<file path="src/rtl/alu_result_stage_if.sv">
// Bus between the ALU and its result stage: ALU outputs and operation
// qualifiers going in, registered result, status flags and handshake coming out.
interface alu_result_stage_if;
  logic       start;
  logic [7:0] alu_out;
  logic       alu_c;
  logic       alu_n;
  logic       alu_z;
  logic       alu_v;
  logic       alu_dc;
  logic       alu_dhc;
  logic       alu_hc;
  logic       arith;
  logic       sub;
  logic       D;
  logic [3:0] flag_we;
  logic [7:0] result;
  logic       N;
  logic       V;
  logic       Z;
  logic       C;
  logic       busy;
  logic       done;

  modport master (
    output start, alu_out, alu_c, alu_n, alu_z, alu_v, alu_dc, alu_dhc, alu_hc,
           arith, sub, D, flag_we,
    input  result, N, V, Z, C, busy, done
  );

  modport slave (
    input  start, alu_out, alu_c, alu_n, alu_z, alu_v, alu_dc, alu_dhc, alu_hc,
           arith, sub, D, flag_we,
    output result, N, V, Z, C, busy, done
  );
endinterface

</file>
<file path="src/rtl/alu_result_stage.sv">
// Registered ALU result/flag stage with a one-cycle BCD correction step for
// decimal-mode ADC/SBC; N/V/Z always come from the binary ALU result.
module alu_result_stage (
  input  logic               clk,
  input  logic               rst_n,
  alu_result_stage_if.slave  bus
);

  typedef enum logic [1:0] {
    IDLE = 2'd0,
    ADJ  = 2'd1,
    DONE = 2'd2
  } state_e;

  state_e     state_q, state_d;
  logic [7:0] result_q, result_d;
  logic       n_q, n_d, v_q, v_d, z_q, z_d, c_q, c_d;
  logic [7:0] held_out_q, held_out_d;
  logic       held_c_q, held_c_d, held_dc_q, held_dc_d;
  logic       held_dhc_q, held_dhc_d, held_hc_q, held_hc_d;
  logic       held_sub_q, held_sub_d;
  logic [3:0] held_we_q, held_we_d;
  logic       busy_q, busy_d, done_q, done_d;

  logic       lo_s, hi_s;
  logic [7:0] adj_add_s, adj_sub_s;

  // BCD correction of the held binary result (flag_we bit order {N,V,Z,C})
  always_comb begin
    lo_s      = held_dhc_q | held_hc_q;
    hi_s      = held_dc_q | held_c_q;
    adj_add_s = held_out_q + (lo_s ? 8'h06 : 8'h00) + (hi_s ? 8'h60 : 8'h00);
    adj_sub_s = held_out_q - (held_hc_q ? 8'h00 : 8'h06) - (held_c_q ? 8'h00 : 8'h60);
  end

  always_comb begin
    state_d    = state_q;
    result_d   = result_q;
    n_d        = n_q;
    v_d        = v_q;
    z_d        = z_q;
    c_d        = c_q;
    held_out_d = held_out_q;
    held_c_d   = held_c_q;
    held_dc_d  = held_dc_q;
    held_dhc_d = held_dhc_q;
    held_hc_d  = held_hc_q;
    held_sub_d = held_sub_q;
    held_we_d  = held_we_q;

    case (state_q)
      IDLE: begin
        if (bus.start) begin
          n_d = bus.flag_we[3] ? bus.alu_n : n_q;
          v_d = bus.flag_we[2] ? bus.alu_v : v_q;
          z_d = bus.flag_we[1] ? bus.alu_z : z_q;
          if (bus.D && bus.arith) begin
            held_out_d = bus.alu_out;
            held_c_d   = bus.alu_c;
            held_dc_d  = bus.alu_dc;
            held_dhc_d = bus.alu_dhc;
            held_hc_d  = bus.alu_hc;
            held_sub_d = bus.sub;
            held_we_d  = bus.flag_we;
            state_d    = ADJ;
          end else begin
            result_d = bus.alu_out;
            c_d      = bus.flag_we[0] ? bus.alu_c : c_q;
            state_d  = DONE;
          end
        end else begin
          state_d = IDLE;
        end
      end
      ADJ: begin
        // SBC carry is the binary borrow-complement; ADC carry is the decimal carry
        if (held_sub_q) begin
          result_d = adj_sub_s;
          c_d      = held_we_q[0] ? held_c_q : c_q;
        end else begin
          result_d = adj_add_s;
          c_d      = held_we_q[0] ? hi_s : c_q;
        end
        state_d = DONE;
      end
      DONE:    state_d = IDLE;
      default: state_d = IDLE;
    endcase

    busy_d = (state_d != IDLE);
    done_d = (state_d == DONE);
  end

  always_ff @(posedge clk or negedge rst_n) begin
    if (!rst_n) begin
      state_q    <= IDLE;
      result_q   <= 8'h00;
      n_q        <= 1'b0;
      v_q        <= 1'b0;
      z_q        <= 1'b0;
      c_q        <= 1'b0;
      held_out_q <= 8'h00;
      held_c_q   <= 1'b0;
      held_dc_q  <= 1'b0;
      held_dhc_q <= 1'b0;
      held_hc_q  <= 1'b0;
      held_sub_q <= 1'b0;
      held_we_q  <= 4'h0;
      busy_q     <= 1'b0;
      done_q     <= 1'b0;
    end else begin
      state_q    <= state_d;
      result_q   <= result_d;
      n_q        <= n_d;
      v_q        <= v_d;
      z_q        <= z_d;
      c_q        <= c_d;
      held_out_q <= held_out_d;
      held_c_q   <= held_c_d;
      held_dc_q  <= held_dc_d;
      held_dhc_q <= held_dhc_d;
      held_hc_q  <= held_hc_d;
      held_sub_q <= held_sub_d;
      held_we_q  <= held_we_d;
      busy_q     <= busy_d;
      done_q     <= done_d;
    end
  end

  assign bus.result = result_q;
  assign bus.N      = n_q;
  assign bus.V      = v_q;
  assign bus.Z      = z_q;
  assign bus.C      = c_q;
  assign bus.busy   = busy_q;
  assign bus.done   = done_q;

endmodule

</file>
<file path="src/flat_wrapper.sv">
// flat-port wrapper written by rule: the top's interface ports become plain ports
module alu_result_stage_flat 
  (clk, rst_n, bus_start, bus_alu_out, bus_alu_c, bus_alu_n, bus_alu_z, bus_alu_v, bus_alu_dc, bus_alu_dhc, bus_alu_hc, bus_arith, bus_sub, bus_D, bus_flag_we, bus_result, bus_N, bus_V, bus_Z, bus_C, bus_busy, bus_done);
  alu_result_stage_if bus_i ();
  input  logic clk;
  input  logic rst_n;
  input wire logic [$bits(bus_i.start)-1:0] bus_start;
  input wire logic [$bits(bus_i.alu_out)-1:0] bus_alu_out;
  input wire logic [$bits(bus_i.alu_c)-1:0] bus_alu_c;
  input wire logic [$bits(bus_i.alu_n)-1:0] bus_alu_n;
  input wire logic [$bits(bus_i.alu_z)-1:0] bus_alu_z;
  input wire logic [$bits(bus_i.alu_v)-1:0] bus_alu_v;
  input wire logic [$bits(bus_i.alu_dc)-1:0] bus_alu_dc;
  input wire logic [$bits(bus_i.alu_dhc)-1:0] bus_alu_dhc;
  input wire logic [$bits(bus_i.alu_hc)-1:0] bus_alu_hc;
  input wire logic [$bits(bus_i.arith)-1:0] bus_arith;
  input wire logic [$bits(bus_i.sub)-1:0] bus_sub;
  input wire logic [$bits(bus_i.D)-1:0] bus_D;
  input wire logic [$bits(bus_i.flag_we)-1:0] bus_flag_we;
  output wire logic [$bits(bus_i.result)-1:0] bus_result;
  output wire logic [$bits(bus_i.N)-1:0] bus_N;
  output wire logic [$bits(bus_i.V)-1:0] bus_V;
  output wire logic [$bits(bus_i.Z)-1:0] bus_Z;
  output wire logic [$bits(bus_i.C)-1:0] bus_C;
  output wire logic [$bits(bus_i.busy)-1:0] bus_busy;
  output wire logic [$bits(bus_i.done)-1:0] bus_done;
  assign bus_i.start = bus_start;
  assign bus_i.alu_out = bus_alu_out;
  assign bus_i.alu_c = bus_alu_c;
  assign bus_i.alu_n = bus_alu_n;
  assign bus_i.alu_z = bus_alu_z;
  assign bus_i.alu_v = bus_alu_v;
  assign bus_i.alu_dc = bus_alu_dc;
  assign bus_i.alu_dhc = bus_alu_dhc;
  assign bus_i.alu_hc = bus_alu_hc;
  assign bus_i.arith = bus_arith;
  assign bus_i.sub = bus_sub;
  assign bus_i.D = bus_D;
  assign bus_i.flag_we = bus_flag_we;
  assign bus_result = bus_i.result;
  assign bus_N = bus_i.N;
  assign bus_V = bus_i.V;
  assign bus_Z = bus_i.Z;
  assign bus_C = bus_i.C;
  assign bus_busy = bus_i.busy;
  assign bus_done = bus_i.done;
  alu_result_stage u_core (.clk(clk), .rst_n(rst_n), .bus(bus_i));
endmodule
</file>
<file path="config.mk">
export PLATFORM = sky130hd
export DESIGN_NAME = alu_result_stage_flat
export DESIGN_NICKNAME = d
export VERILOG_FILES = /design/src/rtl/alu_result_stage_if.sv /design/src/rtl/alu_result_stage.sv /design/src/flat_wrapper.sv
export SDC_FILE = /design/constraint.sdc
export NUM_CORES = 1
export LEC_CHECK = 0
export CORE_UTILIZATION = 45
export CTS_CLUSTER_SIZE = 16
export DETAILED_ROUTE_END_ITERATION = 8
export MAX_ROUTING_LAYER = met4
export PLACE_DENSITY = 0.8
export SLEW_MARGIN = 20
export SYNTH_ARGS = -nofsm -noshare
export SYNTH_HDL_FRONTEND = slang
export SYNTH_SLANG_ARGS = --single-unit
</file>
<file path="constraint.sdc">
create_clock -name clk -period 2.4 [get_ports clk]
set_input_delay 0.24 -clock clk [delete_from_list [all_inputs] [get_ports clk]]
set_output_delay 0.24 -clock clk [all_outputs]
set_load 0.02 [all_outputs]
</file>
# After elaboration in Yosys (flattened, before gate mapping)
# Cells that the tools add are included.
dict set report totals {
  ff_bits 30
  latch_bits 0
  ramBits 0
  romBits 0
  input_bits 25
  output_inout_bits 14
  word_cells 55
  mem_count 0
}
dict set report classes {
  n_addsub 4
  multipliers 0
  div 0
  n_lt_le_gt_ge 0
  n_eq_ne 6
  n_shift 0
  muxes 18
  n_bitwise 2
  reduce_logical 10
}
# cell n
set op_table {}
lappend op_table {{8-bit two-way mux} 3}
lappend op_table {{8-bit adder} 2}
lappend op_table {{8-bit one-hot mux with 2 select lines} 1}
lappend op_table {{8-bit subtractor} 2}
lappend op_table {{3-bit AND reduction} 5}
lappend op_table {{7-bit two-way mux} 2}
lappend op_table {{1-bit two-way mux} 6}
lappend op_table {{3-bit two-way mux} 2}
lappend op_table {{2-bit != test, second input constant} 3}
lappend op_table {{5-bit AND reduction} 1}
lappend op_table {{2-bit two-way mux} 2}
lappend op_table {{2-bit one-hot mux with 2 select lines} 1}
lappend op_table {{2-bit nonzero test} 2}
lappend op_table {{2-bit by 1-bit equality test with 1-bit output, second input constant} 1}
lappend op_table {{2-bit equality test, second input constant} 1}
lappend op_table {{2-bit logical NOT} 1}
lappend op_table {{2-bit by 1-bit != test with 1-bit output, second input constant} 1}
lappend op_table {{1-bit bitwise OR} 2}
lappend op_table {{1-bit one-hot mux with 2 select lines} 1}
lappend op_table {{1-bit logical AND} 1}

# Longest topological paths before layout
dict set report depth {
  word_depth 6
  depth_mapped 9
  ltp_nobuf 9
}

# Worst setup path before layout
# Ideal clock, no wire load.
dict set report synth_path {
  kind {register to register}
  startpoint {reg u_core.held_out_q[2]}
  endpoint {reg u_core.result_q[7] (netlist: u_core.bus.result[7])}
  t_arrival_ns 1.912
  t_required_ns 2.296
  path_slack_ns 0.384
  stages_incl_launch_ff 9
  path_buffers 0
  synth_period_minus_slack_ns 2.016
  path_cell_list {dfrtp_1 > inv_1 > ha_1 > inv_1 > ha_1 > or4b_1 > o22a_1 > xnor2_1 > a221oi_1}
}
dict set report synth_via {
  elab_chain_len 4
}
# element line_no
set synth_rtl {}
lappend synth_rtl {{from (decl)} alu_result_stage.sv:18} ;# logic [7:0] held_out_q, held_out_d;
lappend synth_rtl {{from (signal assigned)} alu_result_stage.sv:118} ;# held_out_q <= held_out_d;
lappend synth_rtl {{8-bit adder / 8-bit subtractor (equally long branches) (2 in series)} {alu_result_stage.sv:32, alu_result_stage.sv:33}}
lappend synth_rtl {{8-bit two-way mux (*)} alu_result_stage.sv:77} ;# if (held_sub_q) begin
lappend synth_rtl {{8-bit one-hot mux with 2 select lines (*)} alu_result_stage.sv:51} ;# case (state_q)
lappend synth_rtl {{to (signal assigned)} alu_result_stage.sv:113} ;# result_q <= result_d;
lappend synth_rtl {{to (decl)} alu_result_stage.sv:16} ;# logic [7:0] result_q, result_d;
# Mark *: on every way between the ends. The rest lies on a longest branch, timed or not.
# A chain may end at the register's enable or synchronous reset.

# Worst setup path in the final report
# Same ends and word-level chain as after synthesis.

==> results.yml <==
job:
  maxCapViolations: 0
worst_hold_path:
  holdCritPathClass: "input pin to async pin"
cells_and_area:
  synthToLayoutAreaGrowth_pct: 32.32
  layout-drive-gt1-share: 0.1250
  fin_nets: 255
  final_area_um2: 2290
  layout_commonest_cell: "clkdlybuf4s50_1"
  diodes: 0
  final_cell_mix: "clkdlybuf4s50_1 (38), dfrtp_1 (30), nand2_1 (16)"
yosys:
  async_flop_share: 1.000
  yosys.area_share.simple: 0.1157
  syn_area_per_cell_um2: 10.18
  netlist.top_cell.by_area: "dfrtp_1"
  syn_area_um2: 1730
  seq_area_frac_synth: 0.4338
  synth_top_family_by_area: "compound AO/OA/AOI/OAI gates"
  synthXorXnorAreaFrac: 0.05568
  synth_warnings: 0
  syn-instance-count: 170
  ys_ff_latch: 30
  synth_compound_area_frac: 0.1309
  synth_nets: 210
  synth_fa_ha_area_frac: 0.1128
  synth_cell_types: 34
  synth_area_leaders: "dfrtp_1 (43%), ha_1 (10%), mux2_2 (6.5%)"
  synth_edf_count: 0
  synth.top_cell.area_share: 0.4338
  yosys_most_used_dff: "dfrtp_1"
  synth.area.mux_share: 0.1063
floorplanning:
  initial_utilization: 0.4727
  dieArea_um2: 4097
  row_count: 22
  io-pin-count: 39
  die_w_um: 64.01
  coreArea_um2: 3661
  die_h_um: 64.01
route:
  routedWlPerCell_um: 14.27
  vias: 1373
  ant_nets: 0
  drc_errors: 0
  routed_wl_mm: 3.766
  vias_per_cell: 5.201
  drt_pass1_iterations: 4
  drtIter0Drc: 46
power_and_ir_drop:
  seqPwrFrac: 0.339
  leakage_nw: 1.035
  clkPwrFrac: 0.222
  p_sw_frac: 0.3524
  p_sw_mw: 0.7612
  power.internal_mw: 1.399
  combPwrFrac: 0.439
  vdd_ir_drop_max_v: 0.0005319
  p_per_area_nw_per_um2: 943.4
clock_tree:
  cts_buffers: 5
  post_cts_resized: 0
  cts_setup_buffers: 0
  clock_tree.root_cell: "clkbuf_8"
  clk-insertion-delay-late_ns: 0.29
  cts.reportedPaths.clkPinSlew_ns: 0.07
  clock_sinks: 30
  clockBufferDepth: 2
  holdBufCountCts: 0
  cts-htree-levels: 2
  cts_tree: "built"
timing:
  setup_tns_ns: 0
  fin_worst_skew_ns: 0.005559
  min_period_over_period: 0.9166
  slew_violations: 0
  slew_headroom: 0.6085
  worst-slew-pin-transition_ns: 0.5866
  final_hold_viol_count: 0
  fin_crit_ns: 2.200
  fmax_mhz: 454.6
  rsz0062_at_grt: "false"
  setup-violations-final: 0
setup_path:
  r2r.worst_path.cells: 8
  required_ns: 2.58
  cp-start-kind: "register"
  arrival_ns: 2.38
  cp_max_fo: 4
  r2r-start: "u_core.held_out_q[2]$_DFFE_PN0P_"
  path_class: "register to register"
  regToRegEndpoint: "u_core.bus.result[7]$_DFFE_PN0P_"
  reg2reg_slack_ns: 0.20
  worstSetupEndpointType: "register"
global_route:
  grt_pass1_wl_mm: 6.327
  grt.overflow.total: 0
  grt_pass1_vias: 1400
  antenna_found_initial: 0
  grt_max_degree: 31
  grt_usage: 0.2170
placed_design:
  numPortBuffers: 38
  gp_congestion: 0.9202
  placed_area_um2: 2180
  hpwl_mm: 2.748
status:
  outcome: "finished, final reports clean"
-- cell type report --
type,count,area (um^2)
multi-input combinational,122,902.1
clock buffer,8,110.1
inverter,13,48.80
timing repair buffer,43,417.9
tap,48,60.06
sequential,30,750.7
fill,309,1371
-- routing by layer --
metal | part of all wire | vias to the layer above | GRT usage | routed length (um)
li1 | - | 676 | - | -
met1 | 0.45 | 651 | 0.2560 | 1692
met2 | 0.48 | 37 | 0.3298 | 1817
met3 | 0.039 | 9 | 0.05179 | 145
met4 | 0.029 | 0 | 0.1420 | 111
met5 | 0 | - | - | 0
-- critical path, stage by stage (launching register included) --
cell      delay [ns]
dfrtp_1         0.42
inv_1           0.13
ha_1            0.16
inv_1           0.04
ha_1            0.20
or4b_1          0.52
o22a_1          0.21
xnor2_1         0.14
a221oi_1        0.28
-- cells by family after synthesis --
group,count (synthesis)
adders and majority gates,15
xor gates and xnor gates,11
buffers and inverters,18
DFF,30
muxes,17
AOI/OAI and AO/OA,38
and+or+nand+nor,41
-- worst max path at each step --
stage	from	end	slack, ns	cells after the start
2_1_floorplan	u_core.held_out_q[2]$_DFFE_PN0P_	u_core.bus.result[7]$_DFFE_PN0P_	0.38	8
4_1_cts	u_core.held_out_q[2]$_DFFE_PN0P_	u_core.bus.result[7]$_DFFE_PN0P_	0.20	8
6_report	u_core.held_out_q[2]$_DFFE_PN0P_	u_core.bus.result[7]$_DFFE_PN0P_	0.20	8
3_5_place_dp	u_core.held_out_q[2]$_DFFE_PN0P_	u_core.bus.result[7]$_DFFE_PN0P_	0.21	8
5_1_grt	u_core.held_c_q$_DFFE_PN0P_	u_core.bus.result[7]$_DFFE_PN0P_	0.08	8
3_3_place_gp	u_core.held_out_q[2]$_DFFE_PN0P_	u_core.bus.result[7]$_DFFE_PN0P_	0.33	8
-- cell usage after synthesis (5+ instances only) --
| library cell | count |
|---|---|
| dfrtp_1 | 30 |
| nand2_1 | 16 |
| ha_1 | 14 |
| inv_1 | 13 |
| a21oi_1 | 12 |
| o21ai_0 | 12 |
| mux2_2 | 10 |
| nor2_1 | 7 |
| mux2i_1 | 6 |
| xor2_1 | 6 |
| xnor2_1 | 5 |
-- per-stage QoR --
| stage | setup WS [ns] | util | hold WS, ns | instances | total power, mW |
|---|---|---|---|---|---|
| after floorplan | 0.3844 | - | -0.05559 | 170 | 1.361 |
| after global placement | 0.3329 | 0.5954 | 0.4898 | 256 | 1.644 |
| after detailed placement | 0.2137 | 0.5954 | 0.4987 | 256 | 1.679 |
| after CTS | 0.2026 | 0.6254 | 0.3434 | 264 | 2.175 |
| after global routing | 0.08109 | 0.6254 | 0.4004 | 264 | 2.308 |
| final | 0.2001 | 0.6254 | 0.3423 | 264 | 2.160 |
-- power by group through the flow --
stage	Combinational, mW	Sequential, mW	Clock [mW]
floorplan	0.572	0.789	0
global placement	0.910	0.733	0
detailed placement	0.939	0.739	0
CTS	0.949	0.732	0.495
global route	1.04	0.751	0.514
finish	0.949	0.731	0.480
Power figures use the tool's default switching activity.
